--- src/rtl/parity_word_sequencer.sv ---
// parity_word_sequencer
//
// Feeds the 7-input Davio parity unit and checks its answer. Serial bits
// (LSB first) are collected into a 7-bit word and driven onto D. After
// SETTLE cycles the unit's F output is sampled and compared against the
// XOR reduction of the word. The word, the sampled parity and the error
// flag are presented on a valid/ready result port. Saturating counters
// track results handed off and results handed off with an error.
//
// Optional build macro: PARITY_ERR_INJ_EN
//   When defined, adds input inj_err. If inj_err is high in the sampling
//   cycle, the sampled F is inverted before it is stored and compared, so
//   the checker path can be exercised with a healthy parity unit.
//
// Ports:
//   clk        system clock, rising edge
//   rst_n      asynchronous active-low reset
//   s_valid    serial bit valid
//   s_ready    sequencer can accept a serial bit
//   s_bit      serial data bit, LSB of word first
//   D[6:0]     word driven to the parity unit
//   F          parity unit result
//   inj_err    (PARITY_ERR_INJ_EN only) invert sampled F
//   m_valid    result available
//   m_ready    consumer accepts result
//   m_word     evaluated word
//   m_parity   sampled (possibly injected) F
//   m_err      sampled F differs from golden parity
//   word_count results handed off (saturating)
//   err_count  results handed off with m_err=1 (saturating)
//
// State     | meaning
// ----------+-----------------------------------------------------------
// COLLECT   | accepting serial bits into the shift register
// EVAL      | D held stable, waiting SETTLE cycles, then sample F
// HOLD      | result presented on m_*, waiting for m_ready

module parity_word_sequencer #(
    parameter int CNT_W  = 16,
    parameter int SETTLE = 1
) (
    input  logic             clk,
    input  logic             rst_n,
    input  logic             s_valid,
    output logic             s_ready,
    input  logic             s_bit,
    output logic [6:0]       D,
    input  logic             F,
`ifdef PARITY_ERR_INJ_EN
    input  logic             inj_err,
`endif
    output logic             m_valid,
    input  logic             m_ready,
    output logic [6:0]       m_word,
    output logic             m_parity,
    output logic             m_err,
    output logic [CNT_W-1:0] word_count,
    output logic [CNT_W-1:0] err_count
);

    typedef enum logic [1:0] {
        ST_COLLECT = 2'd0,
        ST_EVAL    = 2'd1,
        ST_HOLD    = 2'd2
    } state_t;

    // Sampling happens in the EVAL cycle where the counter reaches this value.
    localparam logic [3:0] SETTLE_LAST = 4'(SETTLE - 1);

    state_t           state_q, state_d;
    logic [2:0]       bit_cnt_q, bit_cnt_d;
    logic [6:0]       shift_q, shift_d;
    logic [6:0]       d_q, d_d;
    logic [3:0]       settle_cnt_q, settle_cnt_d;
    logic             m_valid_q, m_valid_d;
    logic [6:0]       m_word_q, m_word_d;
    logic             m_parity_q, m_parity_d;
    logic             m_err_q, m_err_d;
    logic [CNT_W-1:0] word_count_q, word_count_d;
    logic [CNT_W-1:0] err_count_q, err_count_d;
    logic             f_eff;

`ifdef PARITY_ERR_INJ_EN
    assign f_eff = F ^ inj_err;
`else
    assign f_eff = F;
`endif

    always_ff @(posedge clk or negedge rst_n) begin
        if (!rst_n) begin
            state_q      <= ST_COLLECT;
            bit_cnt_q    <= '0;
            shift_q      <= '0;
            d_q          <= '0;
            settle_cnt_q <= '0;
            m_valid_q    <= 1'b0;
            m_word_q     <= '0;
            m_parity_q   <= 1'b0;
            m_err_q      <= 1'b0;
            word_count_q <= '0;
            err_count_q  <= '0;
        end else begin
            state_q      <= state_d;
            bit_cnt_q    <= bit_cnt_d;
            shift_q      <= shift_d;
            d_q          <= d_d;
            settle_cnt_q <= settle_cnt_d;
            m_valid_q    <= m_valid_d;
            m_word_q     <= m_word_d;
            m_parity_q   <= m_parity_d;
            m_err_q      <= m_err_d;
            word_count_q <= word_count_d;
            err_count_q  <= err_count_d;
        end
    end

    always_comb begin
        state_d      = state_q;
        bit_cnt_d    = bit_cnt_q;
        shift_d      = shift_q;
        d_d          = d_q;
        settle_cnt_d = settle_cnt_q;
        m_valid_d    = m_valid_q;
        m_word_d     = m_word_q;
        m_parity_d   = m_parity_q;
        m_err_d      = m_err_q;
        word_count_d = word_count_q;
        err_count_d  = err_count_q;
        s_ready      = 1'b0;

        case (state_q)
            ST_COLLECT: begin
                s_ready = 1'b1;
                if (s_valid) begin
                    if (bit_cnt_q == 3'd6) begin
                        // Last bit goes straight onto D; the shift register
                        // is cleared so nothing stale survives into the next word.
                        d_d          = {s_bit, shift_q[5:0]};
                        shift_d      = '0;
                        bit_cnt_d    = '0;
                        settle_cnt_d = '0;
                        state_d      = ST_EVAL;
                    end else begin
                        shift_d[bit_cnt_q] = s_bit;
                        bit_cnt_d          = bit_cnt_q + 3'd1;
                    end
                end
            end

            ST_EVAL: begin
                settle_cnt_d = settle_cnt_q + 4'd1;
                if (settle_cnt_q == SETTLE_LAST) begin
                    m_word_d   = d_q;
                    m_parity_d = f_eff;
                    m_err_d    = f_eff ^ (^d_q);
                    m_valid_d  = 1'b1;
                    state_d    = ST_HOLD;
                end
            end

            ST_HOLD: begin
                if (m_valid_q && m_ready) begin
                    m_valid_d = 1'b0;
                    if (word_count_q != '1) begin
                        word_count_d = word_count_q + CNT_W'(1);
                    end
                    if (m_err_q && (err_count_q != '1)) begin
                        err_count_d = err_count_q + CNT_W'(1);
                    end
                    bit_cnt_d = '0;
                    state_d   = ST_COLLECT;
                end
            end

            default: begin
                state_d = ST_COLLECT;
            end
        endcase
    end

    assign D          = d_q;
    assign m_valid    = m_valid_q;
    assign m_word     = m_word_q;
    assign m_parity   = m_parity_q;
    assign m_err      = m_err_q;
    assign word_count = word_count_q;
    assign err_count  = err_count_q;

endmodule
--- config.mk ---
export PLATFORM = sky130hd
export DESIGN_NAME = parity_word_sequencer
export DESIGN_NICKNAME = d
export VERILOG_FILES = /design/src/rtl/parity_word_sequencer.sv
export SDC_FILE = /design/constraint.sdc
export NUM_CORES = 1
export LEC_CHECK = 0
export ABC_AREA = 1
export CORE_MARGIN = 2
export CORE_UTILIZATION = 50
export DETAILED_ROUTE_END_ITERATION = 10
export PLACE_DENSITY = 0.81
export SLEW_MARGIN = 20
export SYNTH_ARGS = -nofsm -noshare
export SYNTH_HDL_FRONTEND = slang
export SYNTH_SLANG_ARGS = --single-unit
export TNS_END_PERCENT = 1
--- constraint.sdc ---
create_clock -name clk -period 3.3 [get_ports clk]
set_input_delay 0.99 -clock clk [delete_from_list [all_inputs] [get_ports clk]]
set_output_delay 0.99 -clock clk [all_outputs]
set_load 0.02 [all_outputs]
=== Word level (Yosys, flattened, before mapping) ===
Cells that the tools add are included.

* Register bits: 65
* Bits of input ports: 6
* Output and inout port bits: 50
* Logic and storage cells: 65

* Add/sub/neg operators: 4
* $lt $le $gt $ge: 2
* Equal/unequal tests: 9
* Mux-type cells: 20
* Bitwise logic cells: 1
* Reduce and logical (&&, ||, !) cells: 18

{| class="wikitable"
|+ Operator list
! operator !! count
|-
| $add 16x1->16 const B || 2
|-
| $ne 16x16->1 const B || 2
|-
| $reduce_and 3->1 || 6
|-
| $mux 3 || 3
|-
| $mux 2 || 4
|-
| $mux 4 || 2
|-
| $ne 2x2->1 const B || 4
|-
| $pmux 4 s2 || 1
|-
| $bwmux 7 || 1
|-
| $mux 7 || 1
|-
| $reduce_xor 7->1 || 1
|-
| $pmux 2 s3 || 1
|-
| $pmux 3 s2 || 1
|-
| $reduce_bool 2->1 || 3
|-
| $add 4x1->4 const B || 1
|-
| $logic_not 4->1 || 1
|-
| $lt 3x4->1 const B || 1
|-
| $mux 1 || 4
|-
| $reduce_and 2->1 || 2
|-
| $reduce_and 4->1 || 1
|-
| $add 3x1->3 const B || 1
|-
| $demux 1 s3 || 1
|-
| $eq 3x3->1 const B || 1
|-
| $ge 3x1->1 const B || 1
|-
| other kinds (6) || 8
|}

=== Depth between registers and ports, before layout ===
* Depth in word-level cells: 6
* Mapped depth: 11
* Gate-level depth less buffers: 10

=== Worst setup path after synthesis ===
No wires, ideal clock.

* Kind: input port to flip-flop
* From: input m_ready
* To: register err_count_q[10], in the netlist err_count[10]
* Setup time: 0.065 ns
* Arrival: 1.813 ns
* Required time: 3.235 ns
* Slack: 1.422 ns
* Stages on the path: 8
* Path buffers: 1
* Path through: nand2_1 > inv_1 > nand2_1 > o21bai_2 > nor2_2 > buf_2 > nand2_1 > nand2_1

* Word-level cells in the longest chain between the ends: 2

{| class="wikitable"
|+ Ends and longest elaborated chain
! what !! line !! text
|-
| start, declared || 53 || <nowiki>input logic m_ready,</nowiki>
|-
| $logic_and 1x1->1 || 162 || <nowiki>if (m_valid_q && m_ready) begin</nowiki>
|-
| $reduce_and 3->1 (no line) || n/a ||
|-
| end signal, assigned || 113 || <nowiki>err_count_q <= err_count_d;</nowiki>
|-
| end, declared || 80 || <nowiki>logic [CNT_W-1:0] err_count_q, err_count_d;</nowiki>
|}

No other way between the ends.
A chain may end at the register's enable or synchronous reset.

=== Worst setup path after layout ===
* From: register state_q[1]
* To: output s_ready

* Word-level cells in the longest chain between the ends: 2

{| class="wikitable"
|+ Ends and longest elaborated chain
! what !! line !! text
|-
| start, declared || 70 || <nowiki>state_t state_q, state_d;</nowiki>
|-
| start signal, assigned || 103 || <nowiki>state_q <= state_d;</nowiki>
|-
| $logic_not 2->1 || 131 || <nowiki>case (state_q)</nowiki>
|-
| $mux 1 || 131 ||
|-
| end, declared || 45 || <nowiki>output logic s_ready,</nowiki>
|}

No other way between the ends.

==> impl_metrics.yaml <==
synthesis:
  postSynthAreaPerCell_um2: 7.51
  syn-cell-area_um2: 3480
  synthArstFlopShare: 1.00
  synthFlopType: "dfrtp_1"
  synthTopCellsByCount: "200 x nand2_1, 64 x dfrtp_1, 39 x inv_1, 39 x nor2_1, 21 x nand3_1"
  ys_top_cells_by_area: "dfrtp_1 46%, nand2_1 22%, xnor2_1 4.5%"
  ys_seq_area_frac: 0.460
  yosysTopAreaCellShare: 0.460
  synth_cell_types: 29
  syn_nets: 474
  yosysMostFrequentCell: "nand2_1"
  ys.warnings.count: 0
  synth_largest_area_cell: "dfrtp_1"
  synth-edff-count: 0
  syn_inst: 464
  synth_seq_cells: 64
critical_path:
  r2r-end: "err_count[4]$_DFFE_PN0P_"
  rrSetupSlack_ns: 1.47
  crit_fanout: 4
  crit_arrival_ns: 1.61
  worstPathCellList: "nor2_1 > clkdlybuf4s50_1"
  crit_buf_inv: 1
  cpLargestDelayFamily: "buffers and inverters"
  cp_slowest_cell: "clkdlybuf4s50_1"
  r2r_cells: 8
  r2r_start: "err_count[0]$_DFFE_PN0P_"
  worstSetupPathType: "flop to output pin"
  cpPeakStageDelay_ns: 0.65
  critical_path.startpoint_type: "flop"
  crit_required_ns: 2.31
  endpoint_kind: "output pin"
timing:
  clock_skew_ns: 0.00591
  hold_violations: 0
  relSlewSlack: 0.477
  fmax_mhz: 385
  slew_violations: 0
  setup_tns_ns: 0
  rsz0062_at_grt: "false"
  fin_crit_ns: 2.60
  setup_viol: 0
  worstMarginPinSlew_ns: 0.785
  min_period_over_period: 0.788
floorplanning:
  core_um2: 6760
  start_util: 0.516
  num_rows: 30
  die_h_um: 87.5
  die_x_um: 87.5
  io_pins: 56
  dieArea_um2: 7650
place:
  port_buffers: 55
  place_congestion: 0.833
  dp_hpwl_mm: 5.33
  dpl-instance-area_um2: 4090
  dp.cells: 594
global_routing:
  grt_overflow: 0
  antenna_found_initial: 0
  grt_usage: 0.213
  grt_max_degree: 65
  grt_pass1_wl_mm: 12.9
  first_global_vias: 2839
pwr:
  leakagePower_uw: 0.00204
  p_sw_frac: 0.391
  comb_power_share: 0.379
  netSwitchingPower_uw: 1090
  powerDensity_nw_per_um2: 655
  ir_drop_mv: 0.479
  p_int_uw: 1700
  power_frac_clock: 0.213
  seq_power_share: 0.408
clocking:
  cts_resized: 0
  cts_sinks: 64
  h-tree-depth: 3
  cts_setup_buffers: 0
  numCtsBuffers: 9
  ctsRootBufferMaster: "clkbuf_8"
  clockBufferDepth: 2
  cts_tree: "yes"
  path_clk_slew_ns: 0.07
  cts_hold_buf: 0
  clk-insertion-delay-late_ns: 0.33
final_layout:
  fin_area_um2: 4270
  drive_above_1_share: 0.0737
  area_delta_synth_final_pct: 22.4
  nets: 535
  fin_cells: 609
  fillers: 594
  n_antenna_cell: 0
  fin_util: 0.631
route:
  dr.pass1.iters: 4
  routed_wl_mm: 7.49
  routedWlPerCell_um: 12.3
  num_vias: 3087
  drc_errors: 0
  ant_nets: 0
  viasPerCell: 5.07
  drt_iter0_drc: 166
worst_hold_path:
  holdPathStages: 2
  holdPathEnd: "m_parity$_DFFE_PN0P_"
  hp-class: "flop to flop"
  hp-start: "m_parity$_DFFE_PN0P_"
run:
  cap_violations: 0
outcome:
  outcome: "complete, no violations"
[sequential cells by signal, indices dropped and copies added, names as in the netlist]
| signal | cells |
|---|---|
| shift_q | 6 |
| word_count | 16 |
| m_parity | 1 |
| m_word | 7 |
| err_count | 16 |
| state_q | 2 |
| D | 7 |
| settle_cnt_q | 4 |
| m_err | 1 |
| bit_cnt_q | 3 |
| m_valid | 1 |
[logic make-up (layout without fill, tap and decap cells)]
kind of cell / after synthesis / after routing / synth area share
xor+xnor: 27 / 27 / 0.0679
compound gates: 36 / 36 / 0.0567
fa+ha+maj: 4 / 4 / 0.0144
simple gates: 281 / 281 / 0.338
buf+inv: 52 / 117 / 0.0632
flops: 64 / 64 / 0.460
[worst register-to-register path, stage by stage (launching register included)]
cell and delay [ns]:
dfrtp_1 0.45, ha_1 0.28, nand3_2 0.15, nor2_4 0.07, nand2_1 0.10, o21bai_2 0.07
nor2_2 0.45, nand2_1 0.11, nand2_1 0.09
[how the worst max path moves through the flow]
stage / start / endpoint / slack (ns) / cells after the start
floorplan: m_ready / err_count[10]$_DFFE_PN0P_ / 1.42 / 8
global placement: m_ready / err_count[0]$_DFFE_PN0P_ / 0.74 / 8
detailed placement: m_ready / err_count[3]$_DFFE_PN0P_ / 0.71 / 8
CTS: state_q[1]$_DFFE_PN0P_ / s_ready / 0.69 / 2
global route: state_q[1]$_DFFE_PN0P_ / s_ready / 0.64 / 2
finish: state_q[1]$_DFFE_PN0P_ / s_ready / 0.70 / 2
[power groups by stage]
stage | registers (µW) | logic, µW | clock network [µW]
after floorplan | 1240 | 560 | 0
after global placement | 1140 | 1010 | 0
after detailed placement | 1150 | 1050 | 0
after CTS | 1140 | 1060 | 609
after global routing | 1170 | 1180 | 648
final | 1140 | 1060 | 596
[final cells by class]
| cell class | instances | area (µm²) | share of cell area |
|---|---|---|---|
| Tap cell | 80 | 100 | 0.0235 |
| Sequential cell | 64 | 1600 | 0.375 |
| Inverter | 46 | 175 | 0.0411 |
| Timing Repair Buffer | 56 | 553 | 0.130 |
| Clock inverter | 3 | 17.5 | 0.00411 |
| Clock buffer | 12 | 155 | 0.0364 |
| Multi-Input combinational cell | 348 | 1660 | 0.390 |
[layer usage]
layer	GRT usage	wire length [µm]	up-vias	part of all wire
met5	0	0	-	0
li1	-	-	1562	-
met3	0.0445	319	5	0.043
met4	0.0657	46	0	0.0061
met1	0.293	3470	1446	0.46
met2	0.338	3660	74	0.49
[cells in the final DEF (no fill, tap or decap), types with 4 or more instances in the layout]
cell and n:
a21oi_1 6, clkbuf_8 11, clkdlybuf4s50_1 54, dfrtp_1 64, ha_1 4, inv_1 39, inv_2 6, nand2_1 200
nand3_1 21, nand4_1 4, nor2_1 39, nor2_2 6, o21ai_0 14, o21ai_1 10, xnor2_1 18, xor2_1 9
[metrics by stage]
stage / total power, µW / setup slack (ns) / hold slack, ns
final: 2790 / 0.699 / 0.477
after global routing: 3000 / 0.636 / 0.509
after CTS: 2810 / 0.689 / 0.483
after detailed placement: 2200 / 0.714 / 0.463
after global placement: 2160 / 0.737 / 0.457
after floorplan: 1800 / 1.42 / 0.471
No activity file was read; power rests on OpenSTA's default activity.
